## src/rtl/max7219_pkg.sv

```systemverilog
// Shared constants for the MAX7219 SPI listener: register addresses,
// receiver FSM states and the default frame length.
package max7219_pkg;

  localparam int FRAME_BITS_DEF = 16;

  localparam logic [3:0] ADDR_NOOP      = 4'h0;
  localparam logic [3:0] ADDR_DIGIT0    = 4'h1;
  localparam logic [3:0] ADDR_DIGIT1    = 4'h2;
  localparam logic [3:0] ADDR_DIGIT2    = 4'h3;
  localparam logic [3:0] ADDR_DIGIT3    = 4'h4;
  localparam logic [3:0] ADDR_DIGIT4    = 4'h5;
  localparam logic [3:0] ADDR_DIGIT5    = 4'h6;
  localparam logic [3:0] ADDR_DIGIT6    = 4'h7;
  localparam logic [3:0] ADDR_DIGIT7    = 4'h8;
  localparam logic [3:0] ADDR_DECODE    = 4'h9;
  localparam logic [3:0] ADDR_INTENSITY = 4'hA;
  localparam logic [3:0] ADDR_SCANLIM   = 4'hB;
  localparam logic [3:0] ADDR_SHUTDOWN  = 4'hC;
  localparam logic [3:0] ADDR_TEST      = 4'hF;

  typedef enum logic [1:0] {
    ST_WAIT_IDLE,
    ST_IDLE,
    ST_SHIFT,
    ST_COMMIT
  } state_t;

endpackage

```

## src/rtl/max7219_spi_receiver_if.sv

```systemverilog
// The three MAX7219 SPI wires plus the daisy-chain output, seen from the
// bus master and from the listening receiver.
interface max7219_spi_receiver_if;
   logic sclk;
   logic mosi;
   logic cs;
   logic dout;

   modport master (output sclk, output mosi, output cs, input dout);
   modport slave  (input sclk, input mosi, input cs, output dout);
endinterface

```

## src/rtl/sync_edge.sv

```systemverilog
// Multi-flop synchronizer for one asynchronous pin, followed by a one-clock
// edge detector producing rise/fall pulses on the synchronized level.
module sync_edge #(
   parameter int SYNC_STAGES = 2
) (
   input  logic clk,
   input  logic reset,
   input  logic d,
   output logic level,
   output logic rise,
   output logic fall
);

   logic [SYNC_STAGES-1:0] chain;
   logic                   prev;

   // NOTE: non-blocking assignments keep every flop sampling the pre-edge value, which is what makes this a shift chain.
   always_ff @(posedge clk) begin
      if (reset) begin
         chain <= '0;
         prev  <= 1'b0;
      end else begin
         chain <= {chain[SYNC_STAGES-2:0], d};
         prev  <= chain[SYNC_STAGES-1];
      end
   end

   assign level = chain[SYNC_STAGES-1];
   assign rise  = level & ~prev;
   assign fall  = ~level & prev;

endmodule

```

## src/rtl/max7219_spi_receiver.sv

```systemverilog
// Passive MAX7219 SPI listener: decodes 16-bit frames into the register file
// and presents the blanked row image one row at a time.
module max7219_spi_receiver
   import max7219_pkg::*;
#(
   parameter int SYNC_STAGES = 2,
   parameter int FRAME_BITS  = FRAME_BITS_DEF
) (
   input  logic                       clk,
   input  logic                       reset,
   max7219_spi_receiver_if.slave      spi,
   input  logic [2:0]                 row_sel,
   output logic [7:0]                 row_data,
   output logic                       frame_valid,
   output logic [3:0]                 frame_addr,
   output logic [7:0]                 frame_data,
   output logic                       frame_err,
   output logic                       disp_on,
   output logic [7:0]                 decode_mode,
   output logic [3:0]                 intensity,
   output logic [2:0]                 scan_limit,
   output logic                       display_test
);

   localparam int CNT_W = 5;

   logic sclk_lvl, sclk_rise, sclk_fall;
   logic mosi_lvl, mosi_rise, mosi_fall;
   logic cs_lvl, cs_rise, cs_fall;
   logic unused_mosi_edges;

   sync_edge #(.SYNC_STAGES(SYNC_STAGES)) u_sync_sclk (
      .clk(clk), .reset(reset), .d(spi.sclk),
      .level(sclk_lvl), .rise(sclk_rise), .fall(sclk_fall));
   sync_edge #(.SYNC_STAGES(SYNC_STAGES)) u_sync_mosi (
      .clk(clk), .reset(reset), .d(spi.mosi),
      .level(mosi_lvl), .rise(mosi_rise), .fall(mosi_fall));
   sync_edge #(.SYNC_STAGES(SYNC_STAGES)) u_sync_cs (
      .clk(clk), .reset(reset), .d(spi.cs),
      .level(cs_lvl), .rise(cs_rise), .fall(cs_fall));

   assign unused_mosi_edges = mosi_rise | mosi_fall | sclk_lvl;

   state_t                  state, state_nxt;
   logic [FRAME_BITS-1:0]   shreg;
   logic [CNT_W-1:0]        bit_cnt;
   logic                    dout_q;
   logic [7:0]              rows [8];
   logic [7:0]              row_eff;
   logic                    start, shift_en, fall_en, commit_ok, commit_err;
   logic [3:0]              addr;
   logic [7:0]              data;

   assign addr     = shreg[11:8];
   assign data     = shreg[7:0];
   assign spi.dout = dout_q;

   // NOTE: every signal written here gets a default first so no path leaves it unassigned and infers a latch.
   always_comb begin
      state_nxt  = state;
      start      = 1'b0;
      shift_en   = 1'b0;
      fall_en    = 1'b0;
      commit_ok  = 1'b0;
      commit_err = 1'b0;
      unique case (state)
         ST_WAIT_IDLE: if (cs_lvl) state_nxt = ST_IDLE;
         ST_IDLE: begin
            if (cs_fall) begin
               start     = 1'b1;
               state_nxt = ST_SHIFT;
            end
         end
         ST_SHIFT: begin
            // A cs rise in the same sample as an sclk rise ends the frame first.
            fall_en  = sclk_fall;
            shift_en = sclk_rise & ~cs_rise;
            if (cs_rise) state_nxt = ST_COMMIT;
         end
         ST_COMMIT: begin
            commit_ok  = (bit_cnt >= CNT_W'(FRAME_BITS));
            commit_err = ~commit_ok;
            state_nxt  = ST_IDLE;
         end
         default: state_nxt = ST_WAIT_IDLE;
      endcase
   end

   always_comb begin
      row_eff = rows[row_sel];
      if (display_test)           row_eff = 8'hFF;
      else if (!disp_on)          row_eff = 8'h00;
      else if (row_sel > scan_limit) row_eff = 8'h00;
   end

   always_ff @(posedge clk) begin
      if (reset) begin
         state        <= ST_WAIT_IDLE;
         shreg        <= '0;
         bit_cnt      <= '0;
         dout_q       <= 1'b0;
         frame_valid  <= 1'b0;
         frame_err    <= 1'b0;
         frame_addr   <= '0;
         frame_data   <= '0;
         disp_on      <= 1'b0;
         decode_mode  <= '0;
         intensity    <= '0;
         scan_limit   <= '0;
         display_test <= 1'b0;
         row_data     <= '0;
         // NOTE: the digit rows are architecturally visible after reset, so this small array is reset like any register.
         for (int i = 0; i < 8; i++) rows[i] <= '0;
      end else begin
         state       <= state_nxt;
         frame_valid <= commit_ok;
         frame_err   <= commit_err;
         row_data    <= row_eff;

         if (start) begin
            bit_cnt <= '0;
         end else if (shift_en) begin
            shreg <= {shreg[FRAME_BITS-2:0], mosi_lvl};
            if (bit_cnt != '1) bit_cnt <= bit_cnt + 1'b1;
         end

         if (fall_en) dout_q <= shreg[FRAME_BITS-1];

         if (commit_ok) begin
            frame_addr <= addr;
            frame_data <= data;
            case (addr)
               ADDR_DECODE:    decode_mode  <= data;
               ADDR_INTENSITY: intensity    <= data[3:0];
               ADDR_SCANLIM:   scan_limit   <= data[2:0];
               ADDR_SHUTDOWN:  disp_on      <= data[0];
               ADDR_TEST:      display_test <= data[0];
               default: begin
                  // No-op and the unused 0xD/0xE addresses fall through untouched.
                  if (addr >= ADDR_DIGIT0 && addr <= ADDR_DIGIT7)
                     rows[3'(addr - ADDR_DIGIT0)] <= data;
               end
            endcase
         end
      end
   end

endmodule

```

## src/flat_wrapper.sv

```systemverilog
// flat-port wrapper written by rule: the top's interface ports become plain ports
module max7219_spi_receiver_flat import max7219_pkg::*;
#(
   parameter int SYNC_STAGES = 2,
   parameter int FRAME_BITS  = FRAME_BITS_DEF
)
  (clk, reset, row_sel, row_data, frame_valid, frame_addr, frame_data, frame_err, disp_on, decode_mode, intensity, scan_limit, display_test, spi_sclk, spi_mosi, spi_cs, spi_dout);
  max7219_spi_receiver_if spi_i ();
  input  logic clk;
  input  logic reset;
  input  logic [2:0] row_sel;
  output logic [7:0] row_data;
  output logic frame_valid;
  output logic [3:0] frame_addr;
  output logic [7:0] frame_data;
  output logic frame_err;
  output logic disp_on;
  output logic [7:0] decode_mode;
  output logic [3:0] intensity;
  output logic [2:0] scan_limit;
  output logic display_test;
  input wire logic [$bits(spi_i.sclk)-1:0] spi_sclk;
  input wire logic [$bits(spi_i.mosi)-1:0] spi_mosi;
  input wire logic [$bits(spi_i.cs)-1:0] spi_cs;
  output wire logic [$bits(spi_i.dout)-1:0] spi_dout;
  assign spi_i.sclk = spi_sclk;
  assign spi_i.mosi = spi_mosi;
  assign spi_i.cs = spi_cs;
  assign spi_dout = spi_i.dout;
  max7219_spi_receiver #(.SYNC_STAGES(SYNC_STAGES), .FRAME_BITS(FRAME_BITS)) u_core (.clk(clk), .reset(reset), .spi(spi_i), .row_sel(row_sel), .row_data(row_data), .frame_valid(frame_valid), .frame_addr(frame_addr), .frame_data(frame_data), .frame_err(frame_err), .disp_on(disp_on), .decode_mode(decode_mode), .intensity(intensity), .scan_limit(scan_limit), .display_test(display_test));
endmodule
```

## config.mk

```make
export PLATFORM = sky130hd
export DESIGN_NAME = max7219_spi_receiver_flat
export DESIGN_NICKNAME = d
export VERILOG_FILES = /design/src/rtl/max7219_pkg.sv /design/src/rtl/max7219_spi_receiver_if.sv /design/src/rtl/sync_edge.sv /design/src/rtl/max7219_spi_receiver.sv /design/src/flat_wrapper.sv
export SDC_FILE = /design/constraint.sdc
export NUM_CORES = 1
export LEC_CHECK = 0
export ABC_AREA = 0
export BUFFER_PORTS_ARGS = -buffer_cell sky130_fd_sc_hd__buf_2
export CORE_MARGIN = 2
export CORE_UTILIZATION = 50
export CTS_BUF_LIST = sky130_fd_sc_hd__clkbuf_8
export DETAILED_ROUTE_END_ITERATION = 16
export HOLD_SLACK_MARGIN = 0.1
export PLACE_DENSITY = 0.78
export SLEW_MARGIN = 20
export SYNTH_ARGS = -nofsm -noshare
export SYNTH_HDL_FRONTEND = slang
export SYNTH_SLANG_ARGS = --single-unit
```

## constraint.sdc

```tcl
create_clock -name clk -period 3.6 [get_ports clk]
set_input_delay 0.18 -clock clk [delete_from_list [all_inputs] [get_ports clk]]
set_output_delay 0.18 -clock clk [all_outputs]
set_load 0.005 [all_outputs]
```

==> flow_summary.toml, run 1 <==
[layout]
area_growth_pct = 12.2
finalInstanceArea_sq_um = 6360
nets = 569
nFillCells = 891
drive_gt1_share_pct = 17.7
diodes = 0
fin_cells = 698

[timing]
holdWs_ns = 0.228
worst_pin_slew_ns = 0.738
fin_crit_sh_pct = 80.8
fmax_mhz = 344
hold_violations = 0
setup_viol = 0
slew_viol_final = 0
fin_crit_ns = 2.91
fin_tns_setup_ns = 0
max_slew_margin_pct = 50.7
skew_ns = 0.0107
rsz0062_at_grt = "false"

[power_and_ir_drop]
ir_drop_v = 0.000360
p_per_area_nw_per_um2 = 479
switching_share_pct = 21.8
p_clk_share_pct = 40.5
internal-power_mw = 2.38
power.switching_mw = 0.663
combPwrFrac_pct = 5.1
p_leak_nw = 2.45
pwr-share-seq_pct = 54.5

[worst_hold_path]
holdCritPathClass = "input pin to register"
hold_depth = 3
min_to = "u_core.row_data[3]"
hp-start = "row_sel[2]"

[setup_path]
end_kind = "register"
cp_max_fo = 18
r2r_start = "u_core.shreg[9]"
cp.arrival_ns = 2.97
start_kind = "register"
r2r_cells = 6
r2r_slack_ns = 0.69
cp.required_ns = 3.66
setup.worst_path.class = "register to register"
r2r_end = "u_core.rows[0][6]"

[detailed_routing]
avgViaCountPerCell = 5.50
ant_nets = 0
dr.pass1.iters = 5
wl_microns = 12200
wire_per_inst_microns = 17.4
drc = 0
num_vias = 3840
drtIter0Drc = 223

[yosys]
synth_area_leaders = "edfxtp_1, dfxtp_1, mux4_2"
synth_edf_count = 64
synth_cells = 508
ys_warn_count = 0
synth_area_per_cell_sq_um = 11.2
synthFlopType = "dfxtp_1"
yosysSeqAreaShare_pct = 59.0
synthDistinctLibCells = 42
synth_most_common_cell = "nor2_1"
synth-seq-cells = 135
ys_async_sr_fraction_pct = 0
syn-num-nets = 532
synth.cell_area_sq_um = 5670
synth_top_area_share_pct = 33.9
synth_common_cells = "nor2_1, dfxtp_1, edfxtp_1"
yosysTopAreaCell = "edfxtp_1"

[clock_network]
cts_root_buf = "clkbuf_8"
cts_buffers = 17
post_cts_buffers = 0
clock_latency_ns = 0.44
ctsResizeCount = 0
ctsHoldBuffers = 3
clock-sinks = 135
clk_pin_slew_ns = 0.07
cts_tree = "built"
clk_path_buf_depth = 2
htreeDepth = 4

[floorplanning]
start_util_pct = 51.8
io_pins = 48
num_rows = 38
chipWidth_microns = 110
die_area_sq_um = 12200
coreArea_sq_um = 10900
die_h_microns = 110

[grt]
track_usage_pct = 20.6
grt_pass1_vias = 3709
grt_pass1_wl_microns = 19400
grt_max_degree = 72
antenna_found_initial = 0
gr-total-overflow = 0

[placed_design]
placed_cells = 663
gp_congestion = 0.812
hpwl_microns = 8460
placed_cell_area_sq_um = 5930
port_buffers = 47

[outcome]
outcome = "complete, no violations"

[job]
cap_violations = 0
## cell type report
type,count,area [sq um],share of cell area (%)
Clock buffer,17,234,3.68
Timing Repair Buffer,51,273,4.29
Tap cell,140,175,2.76
Inverter,13,48.8,0.768
Sequential cell,135,3340,52.6
Clock inverter,15,163,2.56
Multi-Input combinational cell,327,2120,33.3
## worst max-delay path by stage
stage,startpoint,to,slack [ns],cells after the start
floorplan,u_core.shreg[8],u_core.rows[2][0],1.30,7
detailed placement,u_core.shreg[9],u_core.rows[0][6],0.74,6
CTS,u_core.shreg[9],u_core.rows[0][6],0.73,6
global route,u_core.shreg[9],u_core.rows[0][5],0.45,6
finish,u_core.shreg[9],u_core.rows[0][6],0.69,6
global placement,u_core.shreg[9],u_core.rows[1][2],0.89,6
## stage by stage
| stage | power (mW) | setup WS, ns | util (%) |
|---|---|---|---|
| global route | 3.14 | 0.445 | 58.1 |
| detailed placement | 1.85 | 0.737 | 54.2 |
| finish | 3.05 | 0.693 | 58.1 |
| floorplan | 1.81 | 1.30 | - |
| CTS | 3.06 | 0.727 | 58.1 |
| global placement | 1.84 | 0.887 | 54.2 |
## state kept, by name (all words and copies together) (netlist names), 2 cells and up
name                      flops
u_core.bit_cnt                5
u_core.decode_mode            8
u_core.frame_addr             4
u_core.frame_data             8
u_core.intensity              4
u_core.row_data               8
u_core.rows                  64
u_core.scan_limit             3
u_core.shreg                 16
u_core.state                  2
u_core.u_sync_cs.chain        2
u_core.u_sync_mosi.chain      2
u_core.u_sync_sclk.chain      2
## critical path, cell delays in order (launching register included)
cell and delay [ns]:
dfxtp_1 0.42, inv_1 0.11, ha_1 0.32, nor4b_1 0.42, o2bb2ai_1 0.18, nand2_1 0.38
o21bai_1 0.69
## cell families (layout without fill, tap and decap cells)
kind of cell | after synthesis | in the layout | synth area share (%)
and+or+nand+nor | 205 | 205 | 16.0
DFF | 135 | 135 | 59.0
AOI/OAI and AO/OA | 57 | 57 | 5.74
muxes | 47 | 47 | 11.9
buffers and inverters | 46 | 96 | 3.58
adders and majority gates | 16 | 16 | 3.53
xor gates and xnor gates | 2 | 2 | 0.309
## metal layers
metal  GRT usage, %  vias up  wire length (microns)
met5              0        -                      0
met4           9.33        0                    320
met2           33.2      172                   5880
met3           5.71       34                   1020
met1           26.0     1800                   4940
li1               -     1834                      -
## cell usage in the layout (no fill, tap or decap), types with 2 or more instances in the layout
master / n
clkinv_4: 2
clkinvlp_4: 4
o21bai_1: 8
nand2b_1: 5
a21oi_1: 32
mux2i_1: 30
mux4_2: 16
buf_2: 47
nand3_1: 18
nor2b_1: 11
nor2_1: 90
bufinv_16: 3
edfxtp_1: 64
or3_1: 2
clkinv_1: 3
dlygate4sd3_1: 3
and3_1: 4
clkbuf_8: 17
o21ai_1: 11
nand2_1: 62
nand4_1: 2
dfxtp_1: 71
clkinv_2: 2
nand3b_1: 2
ha_1: 16
inv_1: 13
## power groups by stage
stage	logic, mW	registers [mW]	clock network, mW
6_report	0.155	1.66	1.23
5_1_grt	0.172	1.66	1.31
4_1_cts	0.157	1.66	1.25
3_5_place_dp	0.153	1.69	0
3_3_place_gp	0.146	1.69	0
2_1_floorplan	0.126	1.68	0
(Power assumes the default switching activity.)
==> run 2, diff against run 1 <==
Clock period 3.6 ns to 2.85 ns, I/O delays scaled along.
==> flow_summary.toml, run 2 (synthesis results as in run 1) <==
[outcome]
outcome = "complete, no violations"

[floorplanning]
coreArea_sq_um = 10900
io_pins = 48
num_rows = 38
chipWidth_microns = 110
die_area_sq_um = 12200
die_h_microns = 110
start_util_pct = 51.8

[clock_network]
ctsHoldBuffers = 3
clock-sinks = 135
ctsResizeCount = 0
clk_pin_slew_ns = 0.07
clock_latency_ns = 0.44
post_cts_buffers = 0
cts_root_buf = "clkbuf_8"
clk_path_buf_depth = 2
htreeDepth = 4
cts_buffers = 17
cts_tree = "built"

[timing]
worst_pin_slew_ns = 0.679
fin_ws_ns = 0.376
fmax_mhz = 404
setup_viol = 0
hold_violations = 0
fin_crit_sh_pct = 86.8
fin_crit_ns = 2.47
fin_tns_setup_ns = 0
slew_viol_final = 0
max_slew_margin_pct = 54.7
skew_ns = 0.0100
rsz0062_at_grt = "false"

[placed_design]
port_buffers = 47
dp_slack_ns = 0.443
hpwl_microns = 8490
gp_congestion = 0.805

[grt]
grt_pass1_wl_microns = 19800
grt_max_degree = 72
track_usage_pct = 20.9
gr-total-overflow = 0
grt_pass1_vias = 3822
antenna_found_initial = 0

[layout]
area_growth_pct = 14.2
nets = 581
mostFrequentLayoutCells = "nor2_1, dfxtp_1, edfxtp_1, nand2_1, buf_2"
diodes = 0
largest_register = "u_core.rows"
drive_gt1_share_pct = 19.6
largest_reg_flops = 64
biggestRegsByFlops = "u_core.rows (64), u_core.shreg (16)"
final-seq-area_sq_um = 3340
nFillCells = 915
multiInputGateArea_sq_um = 2120
final_common_cell = "nor2_1"

[setup_path]
crit_path_cell_trace = "inv_1, ha_1, nor4b_1, and3_1, o21bai_2, o21bai_1, buf_4"
crit_family = "simple AND/OR/NAND/NOR gates"
slowest_delay_ns = 0.46
cp.required_ns = 3.00
slowest_stage = "dfxtp_1"
end_kind = "register"
start_kind = "register"
crit_buf_inv = 2
cp_max_fo = 18
cp.arrival_ns = 2.62
setup.worst_path.class = "register to register"

[detailed_routing]
wl_microns = 12300
ant_nets = 0
drc = 0
wire_per_inst_microns = 17.3
avgViaCountPerCell = 5.44
dr.pass1.iters = 5
drtIter0Drc = 257
num_vias = 3862

[job]
cap_violations = 0

[worst_hold_path]
holdCritPathClass = "input pin to register"

[power_and_ir_drop]
p_leak_nw = 2.53
p_per_area_nw_per_um2 = 611
ir_drop_v = 0.000427
## run 2: final timing paths
check / startpoint / to / slack, ns / cells past startpoint
setup / recovery: u_core.shreg[8] / u_core.rows[6][4] / 0.38 / 7
hold / removal: row_sel[2] / u_core.row_data[6] / 0.20 / 3
setup reg to reg: u_core.shreg[8] / u_core.rows[6][4] / 0.38 / 7
hold reg to reg: u_core.u_sync_cs.chain[0] / u_core.u_sync_cs.chain[1] / 0.44 / 1
## run 2: area by class of cell
cell class	instances	share of cell area (%)
sequential	135	51.7
timing repair buffer	63	5.61
tap	140	2.71
multi-input combinational	327	32.8
clock buffer	17	3.62
inverter	13	0.754
clock inverter	15	2.86
## run 2: worst min-delay path, cell delays in order
cell and delay, ns:
buf_2 0.20, mux2i_1 0.15, o21ai_1 0.10
## run 2: routing by layer
layer / up-vias / routed length, microns / track usage, % / part of all wire [%]
met5: - / 0 / 0 / 0
met4: 0 / 115 / 6.58 / 0.94
met3: 9 / 950 / 6.09 / 7.7
met2: 135 / 6100 / 34.2 / 50
met1: 1870 / 5100 / 27.0 / 42
li1: 1848 / - / - / -
## run 2: per-stage QoR
step | hold slack (ns) | area (sq um) | total power, mW | utilization (%) | cells
final | 0.199 | 6470 | 3.96 | 59.2 | 710
after global routing | 0.181 | 6470 | 4.09 | 59.2 | 710
after CTS | 0.172 | 6470 | 3.98 | 59.2 | 710
after detailed placement | 0.366 | 6020 | 2.34 | 55.0 | 675
after global placement | 0.372 | 6020 | 2.33 | 55.0 | 675
after floorplan | 0.271 | 5670 | 2.28 | - | 508
## run 2: power breakdown
| group | switching, mW | total, mW | internal [mW] |
|---|---|---|---|
| Combinational | 0.108 | 0.207 | 0.0987 |
| Clock | 0.716 | 1.66 | 0.940 |
| Sequential | 0.0244 | 2.09 | 2.07 |
| Total | 0.848 | 3.96 | 3.11 |
==> run 3, diff against run 2 <==
Settings changed: CORE_ASPECT_RATIO set to 1.4.
==> flow_summary.toml, run 3 (synthesis results as in run 1) <==
[floorplanning]
die_area_sq_um = 12200
die_h_microns = 130
num_rows = 46
coreArea_sq_um = 11200
start_util_pct = 50.7
io_pins = 48
chipWidth_microns = 94.0

[grt]
antenna_found_initial = 0
gr-total-overflow = 0
track_usage_pct = 21.8
grt_pass1_wl_microns = 19800
grt_pass1_vias = 3902
grt_max_degree = 72

[layout]
post-route-util_pct = 57.7
drive_gt1_share_pct = 19.8
final_common_cell = "nor2_1"
nFillCells = 939
nets = 581
finalInstanceArea_sq_um = 6440
area_growth_pct = 13.7
largest_register = "u_core.rows"
fin_cells = 714
biggestRegsByFlops = "u_core.rows (64), u_core.shreg (16)"
diodes = 0
final-seq-area_sq_um = 3340
multiInputGateArea_sq_um = 2120
largest_reg_flops = 64
mostFrequentLayoutCells = "nor2_1, dfxtp_1, edfxtp_1, nand2_1, buf_2"

[outcome]
outcome = "complete, no violations"

[timing]
fin_crit_ns = 2.55
fin_ws_ns = 0.298
skew_ns = 0.0120
max_slew_margin_pct = 55.0
worst_pin_slew_ns = 0.674
fmax_mhz = 392
holdWs_ns = 0.200
setup_viol = 0
fin_crit_sh_pct = 89.6
slew_viol_final = 0
fin_tns_setup_ns = 0
hold_violations = 0
rsz0062_at_grt = "false"

[setup_path]
slowest_delay_ns = 0.46
cp_max_fo = 18
r2r_cells = 7
end_kind = "register"
crit_path_cell_trace = "inv_1, ha_1, nor4b_1, and3_1, o21ai_2, o21bai_1, buf_4"
slowest_stage = "dfxtp_1"
setup.worst_path.class = "register to register"
start_kind = "register"
cp.arrival_ns = 2.69
cp.required_ns = 2.99

[power_and_ir_drop]
p_leak_nw = 2.52
ir_drop_v = 0.000499
power_mw = 3.84
p_per_area_nw_per_um2 = 596

[clock_network]
cts_buffers = 17
ctsResizeCount = 0
htreeDepth = 4
clk_path_buf_depth = 2
clk_pin_slew_ns = 0.08
cts_root_buf = "clkbuf_8"
ctsHoldBuffers = 3
clock_latency_ns = 0.44
post_cts_buffers = 0
cts_tree = "built"
clock-sinks = 135

[detailed_routing]
num_vias = 3865
ant_nets = 0
wire_per_inst_microns = 17.4
wl_microns = 12400
avgViaCountPerCell = 5.41
dr.pass1.iters = 4
drtIter0Drc = 260
drc = 0

[placed_design]
port_buffers = 47
placed_cell_area_sq_um = 6020
dp_slack_ns = 0.389
gp_congestion = 0.839
hpwl_microns = 9180
placed_cells = 679

[job]
cap_violations = 0

[worst_hold_path]
hold_depth = 3
holdCritPathClass = "input pin to register"
run 3: final cells by class:
class,count,area share (%)
sequential,135,51.9
multi-input combinational,327,32.9
timing repair buffer,63,5.63
clock buffer,17,3.63
tap,144,2.80
clock inverter,15,2.39
inverter,13,0.757
run 3: worst max-delay path: cells and delay by family, from the launching register on:
kind,cells,cell delay [ns]
AOI/OAI and AO/OA,2,0.43
buffers and inverters,2,0.32
and+or+nand+nor,2,0.71
adders and majority gates,1,0.33
DFF,1,0.46
run 3: where the power goes:
group,switching [mW],internal [mW],leakage [nW]
sequential,0.0238,2.07,1.23
clock,0.756,0.783,0.202
combinational,0.108,0.0978,1.08
total,0.888,2.95,2.52
run 3: path summary, 6_finish.rpt:
| check | startpoint | endpoint | slack, ns |
|---|---|---|---|
| worst min-delay path | row_sel[2] | u_core.row_data[6] | 0.20 |
| worst max register to register | u_core.shreg[9] | u_core.rows[4][4] | 0.30 |
| worst max-delay path | u_core.shreg[9] | u_core.rows[4][4] | 0.30 |
| worst min register to register | u_core.u_sync_mosi.chain[0] | u_core.u_sync_mosi.chain[1] | 0.44 |
run 3: metal layers:
| layer | part of all wire (%) | GRT usage (%) |
|---|---|---|
| met1 | 37 | 24.4 |
| met5 | 0 | 0 |
| met2 | 55 | 37.9 |
| met4 | 3.2 | 11.3 |
| met3 | 4.5 | 5.89 |
